--- src/rtl/pbus_tx.sv ---
// PBUS address transmitter: sends an optional sprite (C) address then an
// optional fix (S) address to the cartridge, each framed by setup/strobe/hold.
module pbus_tx #(
   parameter int T_SETUP = 2,
   parameter int T_PULSE = 2,
   parameter int T_HOLD  = 1
) (
   input  logic        CLK_24M,
   input  logic        nRESET,
   input  logic        REQ_VALID,
   output logic        REQ_READY,
   input  logic        REQ_C_EN,
   input  logic        REQ_S_EN,
   input  logic [22:0] REQ_C_ADDR,
   input  logic [15:0] REQ_S_ADDR,
   input  logic        REQ_CA4,
   input  logic        REQ_S2H1,
   output logic [22:0] PBUS,
   output logic        PCK1B,
   output logic        PCK2B,
   output logic        CA4,
   output logic        S2H1,
   output logic        DONE,
   output logic [2:0]  dbg_state
);

   // Handshake: a request transfers on a rising edge where REQ_VALID and
   // REQ_READY are both high; REQ_READY depends only on state (high in IDLE).

   typedef enum logic [2:0] {
      IDLE    = 3'd0,
      C_SETUP = 3'd1,
      C_PULSE = 3'd2,
      C_HOLD  = 3'd3,
      S_SETUP = 3'd4,
      S_PULSE = 3'd5,
      S_HOLD  = 3'd6
   } state_t;

   // The counter is loaded with (T-1) on entry and the state advances when it reaches 0.
   localparam logic [3:0] LD_SETUP = 4'(T_SETUP - 1);
   localparam logic [3:0] LD_PULSE = 4'(T_PULSE - 1);
   localparam logic [3:0] LD_HOLD  = 4'(T_HOLD - 1);

   state_t      state;
   state_t      state_nxt;
   logic [3:0]  cnt;
   logic [3:0]  cnt_nxt;
   logic        done_nxt;
   logic        accept;
   logic [22:0] c_addr_q;
   logic [15:0] s_addr_q;
   logic        s_en_q;
   logic [22:0] c_src;
   logic [15:0] s_src;
   logic [22:0] pbus_nxt;

   assign REQ_READY = (state == IDLE);
   assign accept    = REQ_VALID && REQ_READY;
   assign dbg_state = state;

   // On the accept edge the address registers are not yet loaded, so the
   // first setup cycle takes its bus value straight from the request.
   assign c_src = accept ? REQ_C_ADDR : c_addr_q;
   assign s_src = accept ? REQ_S_ADDR : s_addr_q;

   always_comb begin
      state_nxt = state;
      cnt_nxt   = cnt;
      done_nxt  = 1'b0;
      case (state)
         IDLE: begin
            if (accept) begin
               if (REQ_C_EN) begin
                  state_nxt = C_SETUP;
                  cnt_nxt   = LD_SETUP;
               end else if (REQ_S_EN) begin
                  state_nxt = S_SETUP;
                  cnt_nxt   = LD_SETUP;
               end else begin
                  done_nxt  = 1'b1;
               end
            end
         end
         C_SETUP: begin
            if (cnt == 4'd0) begin
               state_nxt = C_PULSE;
               cnt_nxt   = LD_PULSE;
            end else begin
               cnt_nxt   = cnt - 4'd1;
            end
         end
         C_PULSE: begin
            if (cnt == 4'd0) begin
               state_nxt = C_HOLD;
               cnt_nxt   = LD_HOLD;
            end else begin
               cnt_nxt   = cnt - 4'd1;
            end
         end
         C_HOLD: begin
            if (cnt == 4'd0) begin
               if (s_en_q) begin
                  state_nxt = S_SETUP;
                  cnt_nxt   = LD_SETUP;
               end else begin
                  state_nxt = IDLE;
                  cnt_nxt   = 4'd0;
                  done_nxt  = 1'b1;
               end
            end else begin
               cnt_nxt   = cnt - 4'd1;
            end
         end
         S_SETUP: begin
            if (cnt == 4'd0) begin
               state_nxt = S_PULSE;
               cnt_nxt   = LD_PULSE;
            end else begin
               cnt_nxt   = cnt - 4'd1;
            end
         end
         S_PULSE: begin
            if (cnt == 4'd0) begin
               state_nxt = S_HOLD;
               cnt_nxt   = LD_HOLD;
            end else begin
               cnt_nxt   = cnt - 4'd1;
            end
         end
         S_HOLD: begin
            if (cnt == 4'd0) begin
               state_nxt = IDLE;
               cnt_nxt   = 4'd0;
               done_nxt  = 1'b1;
            end else begin
               cnt_nxt   = cnt - 4'd1;
            end
         end
         default: begin
            state_nxt = IDLE;
            cnt_nxt   = 4'd0;
         end
      endcase
   end

   always_comb begin
      pbus_nxt = 23'd0;
      case (state_nxt)
         C_SETUP, C_PULSE, C_HOLD: pbus_nxt = c_src;
         S_SETUP, S_PULSE, S_HOLD: pbus_nxt = {7'd0, s_src};
         default:                  pbus_nxt = 23'd0;
      endcase
   end

   // Bus and strobes are decoded from the next state and registered, so they
   // change only on clock edges and never glitch.
   always_ff @(posedge CLK_24M or negedge nRESET) begin
      if (!nRESET) begin
         state    <= IDLE;
         cnt      <= 4'd0;
         PBUS     <= 23'd0;
         PCK1B    <= 1'b0;
         PCK2B    <= 1'b0;
         CA4      <= 1'b0;
         S2H1     <= 1'b0;
         DONE     <= 1'b0;
         c_addr_q <= 23'd0;
         s_addr_q <= 16'd0;
         s_en_q   <= 1'b0;
      end else begin
         state <= state_nxt;
         cnt   <= cnt_nxt;
         PBUS  <= pbus_nxt;
         PCK1B <= (state_nxt == C_PULSE);
         PCK2B <= (state_nxt == S_PULSE);
         DONE  <= done_nxt;
         if (accept) begin
            c_addr_q <= REQ_C_ADDR;
            s_addr_q <= REQ_S_ADDR;
            s_en_q   <= REQ_S_EN;
            CA4      <= REQ_CA4;
            S2H1     <= REQ_S2H1;
         end
      end
   end

endmodule

--- config.mk ---
export PLATFORM = sky130hd
export DESIGN_NAME = pbus_tx
export DESIGN_NICKNAME = d
export VERILOG_FILES = /design/src/rtl/pbus_tx.sv
export SDC_FILE = /design/constraint.sdc
export NUM_CORES = 1
export LEC_CHECK = 0
export ABC_AREA = 1
export ABC_CLOCK_PERIOD_IN_PS = 1500
export BUFFER_PORTS_ARGS = -buffer_cell sky130_fd_sc_hd__buf_2
export CAP_MARGIN = 25
export CORE_MARGIN = 1
export CORE_UTILIZATION = 48
export DETAILED_ROUTE_END_ITERATION = 7
export GPL_ROUTABILITY_DRIVEN = 1
export HOLD_SLACK_MARGIN = 0.12
export MAX_ROUTING_LAYER = met4
export PLACE_DENSITY = 0.77
export SETUP_SLACK_MARGIN = 0.4
export SLEW_MARGIN = 10
export SYNTH_ARGS = -nofsm -noshare
export SYNTH_HDL_FRONTEND = slang
export SYNTH_SLANG_ARGS = --single-unit
--- constraint.sdc ---
create_clock -name CLK_24M -period 1.5 [get_ports CLK_24M]
set_input_delay 0.225 -clock CLK_24M [delete_from_list [all_inputs] [get_ports CLK_24M]]
set_output_delay 0.225 -clock CLK_24M [all_outputs]
set_load 0.01 [all_outputs]
==> impl_metrics.py, run 1 <==
metrics = {
    "status": {
        "status": "complete, but fails checks",
        "violations": "negative setup slack",
    },
    "finish": {
        "final_nets": 587,
        "utilization_pct": 95.7,
        "syn2layout_area_growth_pct": 92.4,
        "drive_gt1_share_pct": 63.4,
        "final.fill_count": 142,
        "final_area_sq_um": 6110,
        "antenna_cells": 0,
    },
    "sta": {
        "finalHoldViolations": 0,
        "rsz0062_at_grt": "yes",
        "max_freq_ghz": 0.535,
        "fin_skew_ps": 20.4,
        "worstMarginPinSlew_ps": 400,
        "slew_headroom_pct": 73.3,
        "min_period_ps": 1870,
        "finalWorstSetupSlack_ps": -371,
        "setup_violations": 75,
        "finalCritPeriodShare_pct": 125,
        "slew_viol_final": 0,
    },
    "global_routing": {
        "grt_max_degree": 50,
        "antenna_found_initial": 0,
        "grt_use_total_pct": 36.7,
        "grt_first_pass_wirelength_um": 18600,
        "grt_overflow_total": 0,
        "grt_pass1_vias": 3736,
    },
    "setup_path": {
        "critPathTopFamily": "simple AND/OR/NAND/NOR gates",
        "crit_path_top_delay_cell": "dfrtp_2",
        "cp-end-kind": "register",
        "critPathLaunchType": "register",
        "critPathMaxFanout": 6,
        "cp_common_cell": "nand2_4",
        "required_ps": 1800,
        "path_class": "register to register",
        "cpPeakStageDelay_ps": 450,
        "crit_chain": "inv_2 -> nand2_4 -> nor2_8 -> buf_8 -> buf_12 -> buf_16 -> nand2_4 -> nand2_2 -> nand3_1 -> nand2_1",
        "cp.arrival_ps": 2170,
        "critPathBufInv": 4,
    },
    "yosys": {
        "synth_xor_area_share_pct": 0,
        "ys_seq_elements": 75,
        "synth_cell_types": 28,
        "synth_compound_area_share_pct": 3.19,
        "syn_inst": 352,
        "yosys.area_share.simple_pct": 31.1,
        "syn_area_sq_um": 3180,
        "yosysWarnings": 0,
        "avgSynthCellArea_sq_um": 9.03,
        "synth_adder_area_share_pct": 0.787,
        "synthMuxAreaShare_pct": 0,
        "synth_nets": 400,
        "ys_seq_area_share_pct": 59.1,
        "synth_top_family_by_area": "simple AND/OR/NAND/NOR gates",
    },
    "power_and_ir_drop": {
        "power.density_nw_per_um2": 2490,
        "ir_drop_v": 0.00199,
        "p_leak_nw": 3.15,
        "power_mw": 15.2,
    },
    "cts": {
        "clk_latency_ps": 380,
        "cts_made_buffers": 9,
        "clockRootBuffer": "clkbuf_8",
        "cts_tree": "done",
        "clock-sinks": 75,
        "cts_max_level": 3,
        "clock_path_buffers": 2,
        "clkSlewWorstSetupHoldPaths_ps": 100,
    },
    "floorplan": {
        "num_rows": 29,
        "core_sq_um": 6390,
        "die_area_sq_um": 6950,
        "dieHeight_um": 83.4,
        "initial_core_util_pct": 49.8,
        "ioPinCount": 78,
        "die_x_um": 83.4,
    },
    "routing": {
        "wl_per_cell_um": 25.9,
        "drc": 0,
        "ant_nets": 0,
        "num_vias": 3797,
        "dr.pass1.iters": 6,
        "wirelength_um": 16100,
        "drt_iter0_drc": 414,
        "post_drt_via_cell_ratio": 6.11,
    },
    "placement": {
        "port_buffers": 77,
        "gp_congestion": 0.955,
        "placed_area_sq_um": 3900,
        "hpwl_um": 4990,
    },
    "run": {
        "drv_cap": 0,
    },
    "min_path": {
        "hold_class": "input pin to register",
    },
}
## layout make-up
class / count / area, sq um / share of cell area, %
sequential: 75 / 1880 / 30.8
clock inverter: 5 / 85.1 / 1.39
inverter: 25 / 114 / 1.86
timing repair buffer: 189 / 1770 / 29.0
clock buffer: 11 / 131 / 2.15
tap: 77 / 96.3 / 1.58
multi-input combinational: 239 / 2040 / 33.3
## state kept, by name (all words and copies together) (netlist names), 3 cells and up
signal     flops
PBUS          23
c_addr_q      23
cnt            4
dbg_state      3
s_addr_q      16
## synth_stat cells
library cell    n  share of area [%]
nand2_1       156                 18
dfrtp_1        75                 59
nand3_1        23                3.6
inv_1          22                2.6
nor2_1         13                1.5
o21ai_0        10                1.6
or2_2           8                1.6
buf_2           7                1.1
buf_6           4                1.4
a21oi_1         3               0.47
nand2_2         3               0.59
nor2_8          3                1.9
nor3_1          3               0.47
a21oi_2         2               0.55
ha_1            2               0.79
inv_2           2               0.24
nand2_4         2               0.71
nand3_2         2               0.63
nor3_2          2               0.63
o22ai_1         2               0.39
a31oi_1         1               0.20
and3_1          1               0.20
buf_4           1               0.24
clkbuf_1        1               0.12
inv_4           1               0.20
nand3b_1        1               0.24
nor2_2          1               0.20
nor2_4          1               0.35
## cell usage in the layout, fill, tap and decap left out, types with 8 or more instances in the layout
cell type      synthesis  layout
inv_1                 22      13
dlygate4sd3_1          0      37
clkbuf_8               0       9
buf_2                  7      68
nand2_2                3      35
nand2_1              156      49
buf_12                 0      12
nand2_4                2      76
dfrtp_1               75      72
buf_4                  1      30
nand3_2                2      17
nor2_1                13      11
inv_2                  2       8
buf_6                  4      33
## through the flow
stage / hold WS (ps) / std cells / setup TNS, ps / setup WS (ps)
floorplan: -70.6 / 352 / -56.1 / -5.53
CTS: 125 / 613 / -2780 / -128
global route: 114 / 621 / -15530 / -382
global placement: 159 / 525 / -2330 / -120
detailed placement: 167 / 525 / -3960 / -200
finish: 116 / 621 / -14480 / -371
## logic make-up (layout without fill, tap and decap cells)
kind of cell    Yosys count  after routing
simple gates            219            219
flops                    75             75
buf+inv                  38            230
compound gates           18             18
fa+ha+maj                 2              2
## repair_timing
item / in CTS / in global routing
endpoints found under the setup margin: 85 / 103
gates resized for setup: 179 / 113
setup buffers: 27 / 8
gates cloned: 8 / 0
hold endpoints to repair: 62 / 0
pin swaps: 56 / 64
hold buffers: 37 / 0
## worst reg2reg max path, stage by stage, from the launching register on
cell and delay, ps:
dfrtp_2 450, inv_2 180, nand2_4 110, nor2_8 260, buf_8 200, buf_12 130
buf_16 130, nand2_4 60, nand2_2 80, nand3_1 80, nand2_1 120
## worst paths after layout
check | depth (start not counted) | start | endpoint | slack, ps
setup / recovery | 10 | dbg_state[2]$_DFF_PN0_ | PBUS[11]$_DFF_PN0_ | -370
hold / removal | 3 | REQ_C_ADDR[6] | c_addr_q[6]$_DFF_PN0_ | 120
setup reg to reg | 10 | dbg_state[2]$_DFF_PN0_ | PBUS[11]$_DFF_PN0_ | -370
hold reg to reg | 2 | c_addr_q[3]$_DFF_PN0_ | c_addr_q[3]$_DFF_PN0_ | 520
max in group asynchronous | 3 | nRESET | PBUS[6]$_DFF_PN0_ | 500
min in group asynchronous | 2 | nRESET | PCK1B$_DFF_PN0_ | 380
## power breakdown
group	total (mW)	switching, mW	leakage (nW)	internal, mW
combinational	9.76	5.42	2.11	4.34
clock	1.84	0.890	0.105	0.952
sequential	3.62	0.648	0.931	2.97
total	15.2	6.96	3.15	8.27
## routing by layer
layer  vias up  track usage [%]  wire length [um]
li1       1464                -                 -
met1      1853             40.0              5530
met2       354             63.7              7940
met3       126             6.86              1370
met4         0             18.8              1240
met5         -                -                 0
(Power assumes the default switching activity.)
==> inputs of run 2 (changes only) <==
Settings changed: ABC_CLOCK_PERIOD_IN_PS 1500 to 2170, CORE_UTILIZATION 48 to 55, PLACE_DENSITY 0.77 to not set, PLACE_DENSITY_LB_ADDON set to 0.12.
Clock period 1.5 ns to 2.17 ns, I/O delays scaled along.
==> impl_metrics.py, run 2 (same netlist as run 1, synthesis figures left out) <==
metrics = {
    "finish": {
        "final.fill_count": 423,
        "top_regs": "PBUS x23, c_addr_q x23, s_addr_q x16",
        "mostFrequentLayoutCell": "nand2_1",
        "final_cells": 520,
        "final_cell_mix": "155 x nand2_1, 76 x buf_2, 73 x dfrtp_1",
        "final_nets": 492,
        "antenna_cells": 0,
        "drive_gt1_share_pct": 32.4,
        "syn2layout_area_growth_pct": 26.8,
    },
    "setup_path": {
        "critPathBufInv": 3,
        "critPathMaxFanout": 8,
        "cp.arrival_ps": 1950,
        "critPathTopFamily": "simple AND/OR/NAND/NOR gates",
        "cp-end-kind": "register",
        "endpoint": "PBUS[1]$_DFF_PN0_",
        "cp_common_cell": "nand2_1",
        "path_class": "register to register",
        "r2r_cells": 12,
        "critPathLaunchType": "register",
        "crit_chain": "inv_2 -> ha_4 -> nand2_1 -> nor2_2 -> nand3_1 -> nand2_1 -> inv_1 -> nor2_4 -> buf_12 -> nand2_4 -> nand3_1 -> nand2_1",
        "cpPeakStageDelay_ps": 410,
        "crit_path_top_delay_cell": "dfrtp_1",
        "required_ps": 2400,
        "r2r-end": "PBUS[1]$_DFF_PN0_",
        "cp-startpoint": "cnt[0]$_DFFE_PN0P_",
        "r2r_slack_ps": 460,
        "cp.depth": 12,
        "reg2reg_from": "cnt[0]$_DFFE_PN0P_",
    },
    "cts": {
        "clkSlewWorstSetupHoldPaths_ps": 80,
        "clock_path_buffers": 2,
        "clockRootBuffer": "clkbuf_8",
        "clock-sinks": 75,
        "cts_max_level": 3,
        "cts_made_buffers": 9,
        "cts_tree": "done",
        "clk_latency_ps": 340,
    },
    "routing": {
        "drc": 0,
        "drt_iter0_drc": 155,
        "dr.pass1.iters": 4,
        "ant_nets": 0,
        "wirelength_um": 6910,
        "wl_per_cell_um": 13.3,
        "num_vias": 2576,
        "post_drt_via_cell_ratio": 4.95,
    },
    "min_path": {
        "worstHoldPathCells": 3,
        "hold_class": "input pin to register",
    },
    "placement": {
        "port_buffers": 77,
        "post-place-ws_ps": 301,
        "place_inst": 491,
        "hpwl_um": 4190,
        "gp_congestion": 0.812,
    },
    "power_and_ir_drop": {
        "p_sw_share_pct": 40.2,
        "p_clk_share_pct": 19.0,
        "combPwrFrac_pct": 46.2,
        "ir_drop_v": 0.000877,
        "p_leak_nw": 2.27,
        "seq_power_share_pct": 34.8,
        "power_mw": 6.65,
        "p_int_mw": 3.98,
        "power.density_nw_per_um2": 1650,
        "switching_power_mw": 2.67,
    },
    "global_routing": {
        "grt_first_pass_wirelength_um": 11300,
        "grt_pass1_vias": 2424,
        "grt_overflow_total": 0,
        "grt_max_degree": 43,
        "antenna_found_initial": 0,
        "grt_use_total_pct": 25.5,
    },
    "floorplan": {
        "die_area_sq_um": 6090,
        "core_sq_um": 5540,
        "num_rows": 27,
        "dieHeight_um": 78.0,
        "initial_core_util_pct": 57.4,
        "ioPinCount": 78,
        "die_x_um": 78.0,
    },
    "sta": {
        "slew_viol_final": 0,
        "min_period_ps": 1710,
        "fin_skew_ps": 8.78,
        "setup_violations": 0,
        "rsz0062_at_grt": "yes",
        "finalHoldViolations": 0,
        "finalCritPeriodShare_pct": 79.0,
        "max_freq_ghz": 0.583,
        "slew_headroom_pct": 68.9,
        "hold_ws_ps": 179,
        "worstMarginPinSlew_ps": 466,
        "tns_ps": 0,
        "finalWorstSetupSlack_ps": 456,
    },
    "status": {
        "status": "complete, no violations",
    },
    "run": {
        "drv_cap": 0,
    },
}
## run 2: cell count changes in the layout (fill, tap and decap cells not counted), sizes merged
cell         change
buf             -61
bufinv           +1
clkbuf           -1
clkinv           +1
dlygate4sd3     -36
inv              -2
nand2            +2
## run 2: layer usage
layer  vias up  GRT usage (%)  wire length (um)
li1       1273              -                 -
met2        80           38.3              3240
met3        14           6.51               450
met5         -              -                 0
met1      1209           33.5              3050
met4         0           10.2               170
## run 2: final cells by class
cell class / instances / area, sq um / share of cell area (%)
sequential: 75 / 1880 / 46.6
multi-input combinational: 241 / 1190 / 29.6
timing repair buffer: 92 / 541 / 13.4
clock buffer: 10 / 128 / 3.17
clock inverter: 5 / 103 / 2.55
inverter: 25 / 98.8 / 2.45
tap: 72 / 90.1 / 2.24
## run 2: tightest hold or removal path, stage by stage
cell and delay, ps:
buf_2 80, nand2_1 40, nand2_1 50
## run 2: power by group through the flow
stage / clock, mW / sequential, mW / combinational (mW)
after global placement: 0 / 2.32 / 2.43
final: 1.26 / 2.31 / 3.07
after CTS: 1.28 / 2.30 / 2.75
after detailed placement: 0 / 2.32 / 2.51
after floorplan: 0 / 2.36 / 1.84
after global routing: 1.34 / 2.38 / 3.43
## run 2: how the worst min path moves through the flow
stage,from,end,slack (ps)
2_1_floorplan,nRESET,CA4$_DFFE_PN0N_,30
3_3_place_gp,nRESET,cnt[2]$_DFFE_PN0P_,310
3_5_place_dp,nRESET,cnt[2]$_DFFE_PN0P_,320
4_1_cts,REQ_S2H1,S2H1$_DFFE_PN0N_,170
5_1_grt,REQ_S2H1,S2H1$_DFFE_PN0N_,180
6_report,REQ_CA4,CA4$_DFFE_PN0N_,180
## run 2: what timing repair did
| item | in CTS | in global routing |
|---|---|---|
| pin swaps | 4 | 4 |
| hold buffers | 1 | 0 |
| gates cloned | 1 | 1 |
| setup buffers | 6 | 5 |
| gates resized for setup | 4 | 14 |
| endpoints found under the hold margin | 35 | 0 |
| setup endpoints to repair | 24 | 25 |
## run 2: through the flow
step,cell area [sq um],util (%)
CTS,3920,70.8
detailed placement,3600,65.0
finish,4030,72.7
global placement,3600,65.0
global route,4030,72.7
floorplan,3180,-
==> inputs of run 3 (changes only) <==
Settings changed: ABC_CLOCK_PERIOD_IN_PS 2170 to 1500, CORE_UTILIZATION 55 to 48.
Clock period 2.17 ns to 1.5 ns, I/O delays scaled along.
==> impl_metrics.py, run 3 (same netlist as run 1, synthesis figures left out) <==
metrics = {
    "status": {
        "status": "complete, but fails checks",
        "violations": "negative setup slack",
    },
    "cts": {
        "clkSlewWorstSetupHoldPaths_ps": 90,
        "cts_tree": "done",
        "clock_path_buffers": 2,
        "clock-sinks": 75,
        "cts_max_level": 3,
        "clk_latency_ps": 360,
        "cts_made_buffers": 9,
        "clockRootBuffer": "clkbuf_8",
    },
    "sta": {
        "min_period_ps": 1810,
        "max_freq_ghz": 0.552,
        "worstMarginPinSlew_ps": 399,
        "rsz0062_at_grt": "yes",
        "fin_skew_ps": 18.3,
        "setup_violations": 44,
        "finalHoldViolations": 0,
        "finalWorstSetupSlack_ps": -310,
        "slew_headroom_pct": 73.4,
        "hold_ws_ps": 132,
        "finalCritPeriodShare_pct": 121,
        "slew_viol_final": 0,
    },
    "placement": {
        "hpwl_um": 4560,
        "gp_congestion": 0.791,
        "place_inst": 522,
        "port_buffers": 77,
    },
    "setup_path": {
        "path_class": "register to register",
        "r2r-end": "PBUS[21]$_DFF_PN0_",
        "r2r_slack_ps": -310,
        "r2r_cells": 9,
        "reg2reg_from": "dbg_state[0]$_DFF_PN0_",
        "required_ps": 1770,
        "cp-startpoint": "dbg_state[0]$_DFF_PN0_",
        "endpoint": "PBUS[21]$_DFF_PN0_",
        "cp.arrival_ps": 2080,
        "cp-end-kind": "register",
        "critPathLaunchType": "register",
        "critPathMaxFanout": 7,
    },
    "global_routing": {
        "grt_pass1_vias": 3341,
        "grt_use_total_pct": 31.9,
        "antenna_found_initial": 0,
        "grt_overflow_total": 0,
        "grt_max_degree": 76,
        "grt_first_pass_wirelength_um": 16400,
    },
    "run": {
        "drv_cap": 0,
    },
    "finish": {
        "final_nets": 587,
        "utilization_pct": 90.8,
        "final_cell_mix": "72 x dfrtp_1, 70 x buf_2, 66 x nand2_1",
        "final.fill_count": 247,
        "antenna_cells": 0,
        "final_cells": 621,
        "syn2layout_area_growth_pct": 82.4,
        "top_regs": "PBUS x23, c_addr_q x23, s_addr_q x16",
        "drive_gt1_share_pct": 61.4,
        "mostFrequentLayoutCell": "dfrtp_1",
    },
    "floorplan": {
        "core_sq_um": 6390,
        "dieHeight_um": 83.4,
        "ioPinCount": 78,
        "initial_core_util_pct": 49.8,
        "num_rows": 29,
        "die_area_sq_um": 6950,
        "die_x_um": 83.4,
    },
    "routing": {
        "post_drt_via_cell_ratio": 5.39,
        "dr.pass1.iters": 5,
        "wirelength_um": 12400,
        "num_vias": 3347,
        "drt_iter0_drc": 157,
        "wl_per_cell_um": 20.0,
        "ant_nets": 0,
        "drc": 0,
    },
    "min_path": {
        "hold_class": "input pin to register",
        "hold_start": "REQ_S_ADDR[7]",
    },
    "power_and_ir_drop": {
        "p_leak_nw": 2.94,
        "ir_drop_v": 0.00162,
        "power.density_nw_per_um2": 2400,
        "power_mw": 13.9,
    },
}
-- run 3: cell count changes in the layout (fill, tap and decap cells not counted), sizes merged --
cell,before,now
buf,91,144
bufinv,3,1
clkbuf,10,11
clkinv,1,0
clkinvlp,1,3
dlygate4sd3,1,37
inv,25,33
nand2,163,161
nor2,18,19
-- run 3: layout make-up --
| cell class | instances | area (sq um) | share of cell area, % |
|---|---|---|---|
| flip-flops and latches | 75 | 1880 | 32.4 |
| multi-input cells | 240 | 1860 | 32.0 |
| clock buffers | 11 | 141 | 2.44 |
| repair inverters | 7 | 103 | 1.77 |
| inverters | 25 | 120 | 2.07 |
| well taps | 77 | 96.3 | 1.66 |
| repair buffers | 181 | 1540 | 26.6 |
| clock inverters | 5 | 61.3 | 1.06 |
-- run 3: report_power, final --
part,switching [mW],internal [mW]
registers,0.627,2.97
clock network,0.806,0.821
logic,4.69,4.01
-- run 3: worst max-delay path, cell delays in order (launching register included) --
cell and delay, ps:
dfrtp_2 510, inv_2 110, o21ai_0 290, nand2_1 140, nand2_2 120, nor2_4 50, nand2_4 130, buf_12 130
nand2_8 70, nor2_1 150
-- run 3: how the worst min path moves through the flow --
stage | cells after the start | slack, ps | endpoint
CTS | 3 | 120 | s_addr_q[7]$_DFF_PN0_
floorplan | 0 | -70 | CA4$_DFFE_PN0N_
detailed placement | 2 | 270 | cnt[2]$_DFFE_PN0P_
finish | 3 | 130 | s_addr_q[7]$_DFF_PN0_
global placement | 2 | 270 | cnt[2]$_DFFE_PN0P_
global route | 3 | 110 | s_addr_q[7]$_DFF_PN0_
-- run 3: metal layers --
layer	wire [um]	GRT usage, %	share of wire [%]
met5	0	-	0
met4	683	15.2	5.5
met3	695	5.77	5.6
met2	6460	54.6	52
met1	4560	36.4	37
-- run 3: repair_timing --
action | CTS | global route
resized for setup | 177 | 75
hold buffers | 36 | 1
setup endpoints to repair | 82 | 97
pin swaps | 35 | 40
gates cloned | 10 | 1
endpoints found under the hold margin | 110 | 1
buffers inserted | 24 | 11
-- run 3: through the flow --
stage	instance area [sq um]	TNS, ps	worst slack [ps]
after floorplan	3290	-56.1	-5.53
after global placement	3890	-3180	-141
after detailed placement	3890	-3440	-154
after CTS	5370	-1220	-85.9
after global routing	5800	-9340	-351
final	5800	-6870	-310
